<file path="config.mk">
export PLATFORM = sky130hd
export DESIGN_NAME = trng_word_packer
export DESIGN_NICKNAME = d
export VERILOG_FILES = /design/src/rtl/trng_pkg.sv /design/src/rtl/vn_debias.sv /design/src/rtl/trng_word_packer.sv
export SDC_FILE = /design/constraint.sdc
export NUM_CORES = 1
export LEC_CHECK = 0
export BUFFER_PORTS_ARGS = -buffer_cell sky130_fd_sc_hd__buf_2
export CAP_MARGIN = 20
export CORE_UTILIZATION = 42
export CTS_CLUSTER_SIZE = 20
export DETAILED_ROUTE_END_ITERATION = 16
export PLACE_DENSITY = 0.68
export SYNTH_ARGS = -nofsm -noshare
export SYNTH_HDL_FRONTEND = slang
export SYNTH_SLANG_ARGS = --single-unit
</file>
<file path="constraint.sdc">
create_clock -name clk -period 2.9 [get_ports clk]
set_clock_uncertainty 0.15 [all_clocks]
set_input_delay 0.58 -clock clk [delete_from_list [all_inputs] [get_ports clk]]
set_output_delay 0.58 -clock clk [all_outputs]
set_load 0.005 [all_outputs]
</file>
<file path="src/rtl/trng_pkg.sv">
`default_nettype none
// ============================================================================
// Package  : trng_pkg
// Brief    : Shared widths and FSM encoding for the TRNG word packer.
// Revision : 1.0 - initial release
// ============================================================================
package trng_pkg;

  localparam int WORD_W = 64;
  localparam int CNT_W  = 20;

  typedef enum logic [1:0] {
    ST_IDLE    = 2'd0,
    ST_COLLECT = 2'd1,
    ST_PRESENT = 2'd2,
    ST_GAP     = 2'd3
  } trng_state_e;

endpackage
`default_nettype wire

</file>
<file path="src/rtl/vn_debias.sv">
`default_nettype none
// ============================================================================
// Module   : vn_debias
// Brief    : Von Neumann debiaser on a strobed bit stream (01->0, 10->1,
//            00/11 dropped); optional pass-through when disabled.
// Revision : 1.0 - initial release
// ============================================================================
module vn_debias #(
  parameter int VN_EN = 1
) (
  input  logic clk,
  input  logic rst_n,
  input  logic clear,
  input  logic strobe,
  input  logic bit_in,
  output logic bit_valid,
  output logic bit_out
);

  generate
    if (VN_EN != 0) begin : g_vn
      logic have_first;
      logic first_bit;

      // Hold the first sample of each pair; a half pair is forgotten on clear.
      always_ff @(posedge clk or negedge rst_n) begin
        if (!rst_n) begin
          have_first <= 1'b0;
          first_bit  <= 1'b0;
        end else if (clear) begin
          have_first <= 1'b0;
        end else if (strobe) begin
          if (!have_first) begin
            have_first <= 1'b1;
            first_bit  <= bit_in;
          end else begin
            have_first <= 1'b0;
          end
        end
      end

      // The output bit of an unequal pair is simply its first sample.
      assign bit_valid = strobe && have_first && (first_bit != bit_in);
      assign bit_out   = first_bit;
    end else begin : g_bypass
      logic unused_inputs;
      assign unused_inputs = clk ^ rst_n ^ clear;
      assign bit_valid     = strobe;
      assign bit_out       = bit_in;
    end
  endgenerate

endmodule
`default_nettype wire

</file>
<file path="src/rtl/trng_word_packer.sv">
`default_nettype none
// ============================================================================
// Module   : trng_word_packer
// Brief    : Samples a ring-oscillator bit, optionally debiases it, packs
//            64-bit words and presents them with a stretched ready pulse.
// Revision : 1.0 - initial release
// ============================================================================
module trng_word_packer
  import trng_pkg::*;
#(
  parameter int SAMPLE_DIV = 4,
  parameter int VN_EN      = 1,
  parameter int READY_HOLD = 4,
  parameter int READY_GAP  = 2
) (
  input  logic              clk,
  input  logic              trng_rst_n,
  input  logic              enable_TRO,
  input  logic              raw_bit,
  output logic              ro_enable,
  output logic [WORD_W-1:0] random_reg,
  output logic              rng_ready,
  output logic              overrun,
  output logic [CNT_W-1:0]  words_out
);

  localparam int              PH_MAX    = (READY_HOLD > READY_GAP) ? READY_HOLD : READY_GAP;
  localparam int              PH_W      = $clog2(PH_MAX);
  localparam logic [7:0]      DIV_LAST  = 8'(SAMPLE_DIV - 1);
  localparam logic [PH_W-1:0] HOLD_LAST = PH_W'(READY_HOLD - 1);
  localparam logic [PH_W-1:0] GAP_LAST  = PH_W'(READY_GAP - 1);

  logic              sync_q1;
  logic              sync_q2;
  logic [7:0]        div_cnt;
  logic [1:0]        warm_cnt;
  logic              strobe;
  logic              warm_done;
  logic              keep_strobe;
  logic              vn_valid;
  logic              vn_bit;
  // Bit 63 of the partial word is never needed: it is shifted out as the
  // word completes, so only 63 bits are kept between emitted bits.
  logic [WORD_W-2:0] shift_reg;
  logic [5:0]        bit_cnt;
  logic [WORD_W-1:0] packed_word;
  logic              word_done;
  trng_state_e       state;
  trng_state_e       state_next;
  logic [PH_W-1:0]   ph_cnt;
  logic              present;
  logic              use_pend;
  logic              pend_valid;
  logic [WORD_W-1:0] pend_word;

  assign strobe      = ro_enable && (div_cnt == DIV_LAST);
  assign warm_done   = (warm_cnt == 2'd2);
  assign keep_strobe = strobe && warm_done && enable_TRO;
  assign packed_word = {shift_reg, vn_bit};
  assign word_done   = vn_valid && enable_TRO && (bit_cnt == 6'd63);

  // Oscillator enable lags the request by one cycle; raw bit crosses via two flops.
  always_ff @(posedge clk or negedge trng_rst_n) begin
    if (!trng_rst_n) begin
      ro_enable <= 1'b0;
      sync_q1   <= 1'b0;
      sync_q2   <= 1'b0;
    end else begin
      ro_enable <= enable_TRO;
      sync_q1   <= raw_bit;
      sync_q2   <= sync_q1;
    end
  end

  // Sample divider and warm-up discard, both held at zero while the oscillator is off.
  always_ff @(posedge clk or negedge trng_rst_n) begin
    if (!trng_rst_n) begin
      div_cnt  <= 8'd0;
      warm_cnt <= 2'd0;
    end else if (!ro_enable) begin
      div_cnt  <= 8'd0;
      warm_cnt <= 2'd0;
    end else begin
      div_cnt <= (div_cnt == DIV_LAST) ? 8'd0 : div_cnt + 8'd1;
      if (strobe && !warm_done) begin
        warm_cnt <= warm_cnt + 2'd1;
      end
    end
  end

  vn_debias #(
    .VN_EN (VN_EN)
  ) u_vn_debias (
    .clk       (clk),
    .rst_n     (trng_rst_n),
    .clear     (!ro_enable),
    .strobe    (keep_strobe),
    .bit_in    (sync_q2),
    .bit_valid (vn_valid),
    .bit_out   (vn_bit)
  );

  // Shift emitted bits in MSB-first; dropping the run request discards the partial word.
  always_ff @(posedge clk or negedge trng_rst_n) begin
    if (!trng_rst_n) begin
      shift_reg <= '0;
      bit_cnt   <= 6'd0;
    end else if (!enable_TRO) begin
      shift_reg <= '0;
      bit_cnt   <= 6'd0;
    end else if (vn_valid) begin
      shift_reg <= packed_word[WORD_W-2:0];
      bit_cnt   <= bit_cnt + 6'd1;
    end
  end

  // State register; the phase counter restarts on every state change.
  always_ff @(posedge clk or negedge trng_rst_n) begin
    if (!trng_rst_n) begin
      state  <= ST_IDLE;
      ph_cnt <= '0;
    end else begin
      state  <= state_next;
      ph_cnt <= (state_next != state) ? '0 : ph_cnt + 1'b1;
    end
  end

  // Next state and presentation decision.
  always_comb begin
    state_next = state;
    present    = 1'b0;
    use_pend   = 1'b0;
    case (state)
      ST_IDLE: begin
        if (ro_enable) state_next = ST_COLLECT;
      end
      ST_COLLECT: begin
        if (!enable_TRO) begin
          state_next = ST_IDLE;
        end else if (word_done) begin
          state_next = ST_PRESENT;
          present    = 1'b1;
        end
      end
      ST_PRESENT: begin
        if (ph_cnt == HOLD_LAST) state_next = ST_GAP;
      end
      ST_GAP: begin
        if (ph_cnt == GAP_LAST) begin
          if (!(ro_enable && enable_TRO)) begin
            state_next = ST_IDLE;
          end else if (pend_valid) begin
            state_next = ST_PRESENT;
            present    = 1'b1;
            use_pend   = 1'b1;
          end else if (word_done) begin
            state_next = ST_PRESENT;
            present    = 1'b1;
          end else begin
            state_next = ST_COLLECT;
          end
        end
      end
      default: state_next = ST_IDLE;
    endcase
  end

  // Presented word, ready pulse, word count, pending buffer and sticky overrun.
  always_ff @(posedge clk or negedge trng_rst_n) begin
    if (!trng_rst_n) begin
      random_reg <= '0;
      rng_ready  <= 1'b0;
      words_out  <= '0;
      overrun    <= 1'b0;
      pend_valid <= 1'b0;
      pend_word  <= '0;
    end else begin
      if (present) begin
        random_reg <= use_pend ? pend_word : packed_word;
        rng_ready  <= 1'b1;
        if (words_out != '1) words_out <= words_out + CNT_W'(1);
      end else if (state == ST_PRESENT && state_next == ST_GAP) begin
        rng_ready <= 1'b0;
      end

      if (!enable_TRO) begin
        pend_valid <= 1'b0;
      end else if (word_done && !(present && !use_pend)) begin
        if (!pend_valid || use_pend) begin
          pend_valid <= 1'b1;
          pend_word  <= packed_word;
        end else begin
          overrun <= 1'b1;
        end
      end else if (use_pend) begin
        pend_valid <= 1'b0;
      end
    end
  end

endmodule
`default_nettype wire

</file>
# Word-level counts from Yosys, hierarchy flattened
# Cells that the tools add are included.
# classes
add_sub_neg	5
reduce_logical	24
mux	38
n_eq_ne	17
n_bitwise	2
# op_table
cell	count
2-to-1 mux 63 bit	2
2-to-1 mux 64 bit	1
2-to-1 mux 2 bit	11
adder 20 x 1 -> 20 bit, second input constant	1
inequality test 20 bit, second input constant	1
2-to-1 mux 1 bit	18
2-to-1 mux 8 bit	2
logical AND 1 bit	12
2-to-1 mux 6 bit	2
== test 2 bit, second input constant	5
AND reduction 3 bit	3
adder 8 x 1 -> 8 bit, second input constant	1
== test 8 x 2 -> 1 bit, second input constant	1
one-hot mux 2 bit (4 select lines)	1
adder 6 x 1 -> 6 bit, second input constant	1
== test 6 bit, second input constant	1
inequality test 2 x 1 -> 1 bit, second input constant	3
adder 2 x 1 -> 2 bit, second input constant	2
== test 2 x 1 -> 1 bit, second input constant	2
logical NOT 1 bit	4
AND reduction 2 bit	2
inequality test 3 x 1 -> 1 bit, second input constant	1
inequality test 3 x 2 -> 1 bit, second input constant	1
logical NOT 2 bit	1
other kinds (6)	7
# totals
reg_bits	239
wordCells	103

# Depth between registers and ports, before layout
# Gate-level depths: netlist of the first run.
# logic_depth
ltp_word	18
ltp_mapped	10
ltp_nobuf	7

# Cells and area by module
# A second synthesis of the first run with hierarchy kept.
# hier_totals
hier_cells	838
area_unflattened_um2	10084.7
# by_module_without_submodules
module	n_inst	cells_each	area_per_inst_um2
trng_word_packer	1	830	9978.3
vn_debias	1	8	106.4

# Least setup slack after synthesis of the first run
# No wires, ideal clock.
# synth_timing
path_type	reg2reg
startpoint	register div_cnt[4]
endpoint	register pend_word[10]
synth_period_minus_slack_ns	2.752
setup_time_ns	0.125
slack_ns	0.148
path_stages_with_launch	8
arrival_ns	2.477
required_ns	2.625
cell_sequence	dfrtp_1 > or4_4 > or4_1 > buf_2 > or2_4 > nor2_8 > buf_12 > mux2_4
# synth_via
elab_chain_cells	17
word_cells_on_any_way	18
classes_between	eq/ne (1); mux (6); reduce/logical (11)
# synth_rtl
element	line_no	source
start: declaration	trng_word_packer.sv:35	logic [7:0] div_cnt;
start signal: assignment	trng_word_packer.sv:84	div_cnt <= (div_cnt == DIV_LAST) ? 8'd0 : div_cnt + 8'd1;
== test 8 x 2 -> 1 bit *	trng_word_packer.sv:56	assign strobe = ro_enable && (div_cnt == DIV_LAST);
logical AND 1 bit *	trng_word_packer.sv:56	
logical AND 1 bit * (2 in a row)	trng_word_packer.sv:58	assign keep_strobe = strobe && warm_done && enable_TRO;
logical AND 1 bit * (2 in a row)	vn_debias.sv:43	assign bit_valid = strobe && have_first && (first_bit != bit_in);
logical AND 1 bit * (2 in a row)	trng_word_packer.sv:60	assign word_done = vn_valid && enable_TRO && (bit_cnt == 6'd63);
2-to-1 mux 1 bit	trng_word_packer.sv:140, trng_word_packer.sv:156	
2-to-1 mux 1 bit	trng_word_packer.sv:152	end else if (pend_valid) begin
2-to-1 mux 1 bit	trng_word_packer.sv:150	if (!(ro_enable && enable_TRO)) begin
2-to-1 mux 1 bit	trng_word_packer.sv:149	if (ph_cnt == GAP_LAST) begin
one-hot mux 1 bit (2 select lines)	trng_word_packer.sv:133	case (state)
logical AND 1 bit	trng_word_packer.sv:188	end else if (word_done && !(present && !use_pend)) begin
logical NOT 1 bit	trng_word_packer.sv:188	
logical AND 1 bit *	trng_word_packer.sv:188	
AND reduction 3 bit (no source line) *	-	
end signal: assignment	trng_word_packer.sv:191	pend_word <= packed_word;
end: declaration	trng_word_packer.sv:54	logic [WORD_W-1:0] pend_word;
# Every way passes the cells marked *; elsewhere a longest branch is shown, timed or not.
# A chain may end at the register's enable or synchronous reset.

# Worst setup path in the final report of the first run
# layout_timing
startpoint	register div_cnt[4]
endpoint	register pend_word[63]
# Same word-level chain as after synthesis.

==> results of run 1 <==
[report_power, final]
group          total [mW]  switching, mW  internal (mW)
combinational       0.174          0.121         0.0536
clock                3.23           1.28           1.95
sequential           3.37         0.0167           3.35
[cell families (layout without fill, tap and decap cells)]
group | after synthesis | after routing | share of synthesized area
xor+xnor | 28 | 28 | 0.02321
compound gates | 150 | 150 | 0.08966
fa+ha+maj | 6 | 6 | 0.007106
buf+inv | 59 | 171 | 0.03506
simple gates | 295 | 295 | 0.1233
flops | 239 | 239 | 0.5661
mux | 133 | 133 | 0.1555
[path summary, 6_finish.rpt]
kind	from	end	slack, ns	depth (start not counted)
min in group asynchronous	trng_rst_n	pend_word[54]	0.48	2
hold reg to reg	sync_q1	sync_q2	0.20	0
setup reg to reg	div_cnt[4]	pend_word[63]	0.12	6
setup / recovery	div_cnt[4]	pend_word[63]	0.12	6
hold / removal	sync_q1	sync_q2	0.20	0
max in group asynchronous	trng_rst_n	shift_reg[2]	1.44	3
[cells in the final DEF, fill, tap and decap left out, drive strengths merged, types with 2 or more instances in the layout]
cell and count:
a21boi 65, a21oi 4, a22o 2, and2 5
and3 2, and4 4, buf 117, clkbuf 38
clkinv 5, dfrtp 239, dlygate4sd3 2, ha 6
inv 8, mux2 69, mux2i 64, nand2 208
nand3 15, nand4 4, nor2 20, nor3 13
nor4 7, nor4b 4, o21ai 71, or2 3
or3 2, or4 4, xnor2 4, xor2 24
[layer usage]
metal	wire [um]	track usage	vias to the layer above
met5	0	0	-
met4	416	0.04329	0
met3	854	0.02428	33
met2	9550	0.2611	139
met1	10500	0.2521	3403
li1	-	-	3317
[critical path: cells and delay by family (launching register included)]
| kind | cells | cell delay (ns) |
|---|---|---|
| mux | 1 | 0.35 |
| flops | 1 | 0.40 |
| buf+inv | 1 | 0.24 |
| simple gates | 4 | 1.51 |
[cell type report]
class	count	share of cell area
Multi-Input combinational cell	612	0.3427
Tap cell	324	0.03278
Inverter	8	0.002428
Sequential cell	239	0.4836
Clock buffer	38	0.06363
Timing Repair Buffer	119	0.07041
Clock inverter	6	0.004451
[repair_timing]
action / 4_1_cts / 5_1_grt
hold buffers: 2 / 0
endpoints found under the hold margin: 77 / 0
endpoints found under the setup margin: 0 / 0
==> results.sh, run 1 <==
export IMPL_insertion_delay_ns=0.52
export IMPL_yosysTopAreaCell="dfrtp_1"
export IMPL_critPathKind="flip-flop to flip-flop"
export IMPL_first_pass_iters=5
export IMPL_async_reset_ff_frac=1.000
export IMPL_placed_cell_area_um2=11510
export IMPL_cts_resized_gates=0
export IMPL_grt_pass1_vias=6829
export IMPL_fin_cells=1346
export IMPL_num_fill_cells=2135
export IMPL_crit_chain="or4_4 -> or4_1 -> or2_4 -> nor2_8 -> buf_12 -> mux2_2"
export IMPL_p_per_area_nw_per_um2=548.0
export IMPL_cellLeakagePower_nw=5.652
export IMPL_syn_instance_count=910
export IMPL_synth_edf_count=0
export IMPL_cts_tree="done"
export IMPL_outcome="complete, no violations"
export IMPL_seq_area_um2=5981
export IMPL_ant_nets=0
export IMPL_die_w_um=160.6
export IMPL_power_mw=6.777
export IMPL_die_area_um2=25790
export IMPL_track_usage=0.1699
export IMPL_grt_max_degree=131
export IMPL_post_route_util=0.5056
export IMPL_period_minus_slack_ns=2.783
export IMPL_core_um2=24460
export IMPL_yosys_most_used_dff="dfrtp_1"
export IMPL_finalWirelength_um=21320
export IMPL_worstPathRequired_ns=3.15
export IMPL_cts_setup_buffers=0
export IMPL_pin_count=91
export IMPL_ys_top_cells_by_count="239 x dfrtp_1, 208 x nand2_1, 65 x a21boi_0"
export IMPL_finalCritPeriodShare=0.9597
export IMPL_syn_num_nets=920
export IMPL_area_delta_synth_final_pct=17.08
export IMPL_setup_tns_ns=0
export IMPL_place_congestion=0.7761
export IMPL_portBuffers=90
export IMPL_die_h_um=160.6
export IMPL_cts_inserted_buffers=26
export IMPL_wl_per_cell_um=15.84
export IMPL_vias=6892
export IMPL_grt_pass1_wl_um=36140
export IMPL_fin_nets=1016
export IMPL_synth_cell_types=47
export IMPL_setup_viol=0
export IMPL_clk_pin_slew_worst_paths_ns=0.06
export IMPL_cp_arrival_ns=3.04
export IMPL_synth_area_top_cells="dfrtp_1 57%, mux2_4 8.5%, nand2_1 7.4%"
export IMPL_hold_ws_ns=0.1994
export IMPL_rsz0062_at_grt="false"
export IMPL_setup_ws_ns=0.1168
export IMPL_fp_row_count=57
export IMPL_drv_cap=0
export IMPL_mappedNetlistArea_um2=10560
export IMPL_dp_hpwl_um=13150
export IMPL_synth_seq_cells=239
export IMPL_vias_per_cell=5.120
export IMPL_crit_path_end_kind="flip-flop"
export IMPL_cts_path_max_buffers=3
export IMPL_synth_top_cell_area_share=0.5661
export IMPL_root_buffer="clkbuf_16"
export IMPL_final_area_um2=12370
export IMPL_ys_seq_area_frac=0.5661
export IMPL_worst_pin_slew_ns=0.6485
export IMPL_min_path_type="flip-flop to flip-flop"
export IMPL_antenna_cells=0
export IMPL_multi_input_area_um2=4239
export IMPL_pre_cts_ws_ns=0.1234
export IMPL_slowest_delay_ns=0.55
export IMPL_grt_overflow=0
export IMPL_yosys_warnings=0
export IMPL_dp_cells=1300
export IMPL_start_util=0.4318
export IMPL_yosysMostFrequentCell="dfrtp_1"
export IMPL_clkSinkCount=239
export IMPL_hold_viol=0
export IMPL_worst_ir_drop_vdd_v=0.0004767
export IMPL_syn_area_per_cell_um2=11.61
export IMPL_slew_headroom=0.5677
export IMPL_initialDrtViolationCount=546
export IMPL_slowest_stage="or4_4"
export IMPL_drv_slew=0
export IMPL_h_tree_depth=1
export IMPL_startpoint_type="flip-flop"
export IMPL_drive_gt1_frac=0.2339
export IMPL_drc=0
export IMPL_antenna_found_initial=0
export IMPL_fmax_mhz=359.3
export IMPL_critPathMaxFanout=24
Power figures use the tool's default switching activity.
==> run 2: changes to the inputs <==
--- a/config.mk
+++ b/config.mk
@@ -7,10 +7,11 @@
 export LEC_CHECK = 0
 export BUFFER_PORTS_ARGS = -buffer_cell sky130_fd_sc_hd__buf_2
 export CAP_MARGIN = 20
-export CORE_UTILIZATION = 42
+export CORE_ASPECT_RATIO = 2
+export CORE_UTILIZATION = 54
 export CTS_CLUSTER_SIZE = 20
 export DETAILED_ROUTE_END_ITERATION = 16
-export PLACE_DENSITY = 0.68
+export PLACE_DENSITY = 0.82
 export SYNTH_ARGS = -nofsm -noshare
 export SYNTH_HDL_FRONTEND = slang
 export SYNTH_SLANG_ARGS = --single-unit
==> run 2 against run 1 <==
Setup slack worse by 0.041 ns. Sequential share of layout area is 0.93 points higher. Via count is 1.0% higher. Cell count is 5.4% lower. Highest routed layer unchanged.
==> results.sh, run 2 (same netlist as run 1, synthesis figures left out) <==
export IMPL_cts_setup_buffers=0
export IMPL_core_um2=19280
export IMPL_rsz0062_at_grt="true"
export IMPL_worst_pin_slew_ns=0.7107
export IMPL_finalCritPeriodShare=0.9739
export IMPL_worstPathRequired_ns=3.12
export IMPL_setup_ws_ns=0.07583
export IMPL_die_area_um2=20160
export IMPL_fmax_mhz=354.1
export IMPL_num_fill_cells=1552
export IMPL_hold_path_cell_count=1
export IMPL_cp_arrival_ns=3.05
export IMPL_start_util=0.5480
export IMPL_grt_max_degree=107
export IMPL_clkSinkCount=239
export IMPL_first_pass_iters=5
export IMPL_p_per_area_nw_per_um2=541.2
export IMPL_die_h_um=199.8
export IMPL_drc=0
export IMPL_final_common_cell="dfrtp_1"
export IMPL_period_minus_slack_ns=2.824
export IMPL_initialDrtViolationCount=305
export IMPL_crit_path_end_kind="flip-flop"
export IMPL_critPathMaxFanout=8
export IMPL_worst_ir_drop_vdd_v=0.0005116
export IMPL_fin_nets=1009
export IMPL_track_usage=0.2223
export IMPL_h_tree_depth=1
export IMPL_clk_pin_slew_worst_paths_ns=0.07
export IMPL_root_buffer="clkbuf_16"
export IMPL_ant_nets=0
export IMPL_antenna_found_initial=0
export IMPL_antenna_cells=0
export IMPL_area_delta_synth_final_pct=14.88
export IMPL_drive_gt1_frac=0.2318
export IMPL_cellLeakagePower_nw=5.579
export IMPL_grt_overflow=0
export IMPL_place_congestion=0.8686
export IMPL_dp_cells=1233
export IMPL_cts_tree="done"
export IMPL_setup_viol=0
export IMPL_fp_row_count=72
export IMPL_dp_hpwl_um=14000
export IMPL_pre_cts_ws_ns=0.05548
export IMPL_insertion_delay_ns=0.50
export IMPL_multi_input_area_um2=4239
export IMPL_cts_inserted_buffers=21
export IMPL_r2r_start="div_cnt[5]"
export IMPL_fin_cells=1273
export IMPL_finalWirelength_um=21570
export IMPL_outcome="complete, no violations"
export IMPL_hold_viol=0
export IMPL_die_w_um=100.9
export IMPL_vias_per_cell=5.469
export IMPL_portBuffers=90
export IMPL_min_path_type="input pin to flip-flop"
export IMPL_hp_start="raw_bit"
export IMPL_hold_path_end="sync_q1"
export IMPL_startpoint_type="flip-flop"
export IMPL_rr_endpoint="pend_word[26]"
export IMPL_cts_path_max_buffers=3
export IMPL_drv_cap=0
export IMPL_critPathKind="flip-flop to flip-flop"
export IMPL_r2r_slack_ns=0.08
export IMPL_drv_slew=0
export IMPL_layout_common_cells="239 x dfrtp_1, 208 x nand2_1, 89 x buf_2, 65 x a21boi_0, 64 x mux2i_1"
export IMPL_r2r_cells=6
export IMPL_wl_per_cell_um=16.94
export IMPL_seq_area_um2=5981
export IMPL_pin_count=91
export IMPL_slew_headroom=0.5262
export IMPL_grt_pass1_vias=7333
export IMPL_grt_pass1_wl_um=35700
export IMPL_vias=6962
## run 2: changes by cell type in the layout (fill, tap and decap cells not counted), moves of 2 or more
cell	delta
clkinvlp_4	+2
bufinv_16	+3
clkbuf_8	-2
clkbuf_1	-3
clkbuf_16	-5
buf_12	-6
buf_4	+3
## run 2: through the flow
step	setup TNS, ns	util	instance area (um^2)	power, mW	hold slack [ns]
after global routing	-0.002729	0.6295	12140	6.790	0.02723
after global placement	0	0.5879	11330	3.600	0.1908
after CTS	0	0.6280	12110	6.642	0.02676
after floorplan	0	-	10560	3.494	0.1344
final	0	0.6295	12140	6.567	0.04694
after detailed placement	0	0.5879	11330	3.605	0.1979
## run 2: worst max-delay path, cell delays in order, from the launching register on
cell and delay (ns):
dfrtp_1 0.42, or4_4 0.54, or4_1 0.48, or2_4 0.31, nor2_8 0.22, buf_4 0.25, mux2_4 0.32
## run 2: metal layers
metal  part of all wire  vias up  GRT usage
li1                   -     3273          -
met1               0.39     3498     0.2680
met2               0.54      145     0.3993
met3              0.035       46    0.02786
met4              0.033        0    0.09071
met5                  0        -          0
## run 2: final cells by class
| type | count | share of cell area |
|---|---|---|
| clock buffer | 27 | 0.04928 |
| clock inverter | 11 | 0.01351 |
| inverter | 8 | 0.002474 |
| multi-input combinational | 612 | 0.3493 |
| sequential | 239 | 0.4928 |
| tap | 259 | 0.02670 |
| timing repair buffer | 117 | 0.06588 |
## run 2: repair_timing
item | CTS | global route
hold buffers | 1 | 0
endpoints found under the setup margin | 0 | 15
endpoints found under the hold margin | 78 | 0
resized for setup | 0 | 1
## run 2: power breakdown
group | internal, mW | switching [mW] | total, mW
combinational | 0.0512 | 0.118 | 0.169
sequential | 3.35 | 0.0167 | 3.37
clock | 1.82 | 1.21 | 3.03
total | 5.22 | 1.34 | 6.57
## run 2: worst max-delay path by stage
| stage | startpoint | endpoint | slack [ns] | cells after the start |
|---|---|---|---|---|
| 6_report | div_cnt[5] | pend_word[26] | 0.08 | 6 |
| 3_3_place_gp | div_cnt[4] | pend_word[15] | 0.11 | 6 |
| 3_5_place_dp | div_cnt[5] | pend_word[12] | 0.06 | 6 |
| 4_1_cts | div_cnt[5] | pend_word[18] | 0.06 | 6 |
| 5_1_grt | div_cnt[4] | pend_word[26] | -0.003 | 6 |
| 2_1_floorplan | div_cnt[4] | pend_word[10] | 0.15 | 7 |
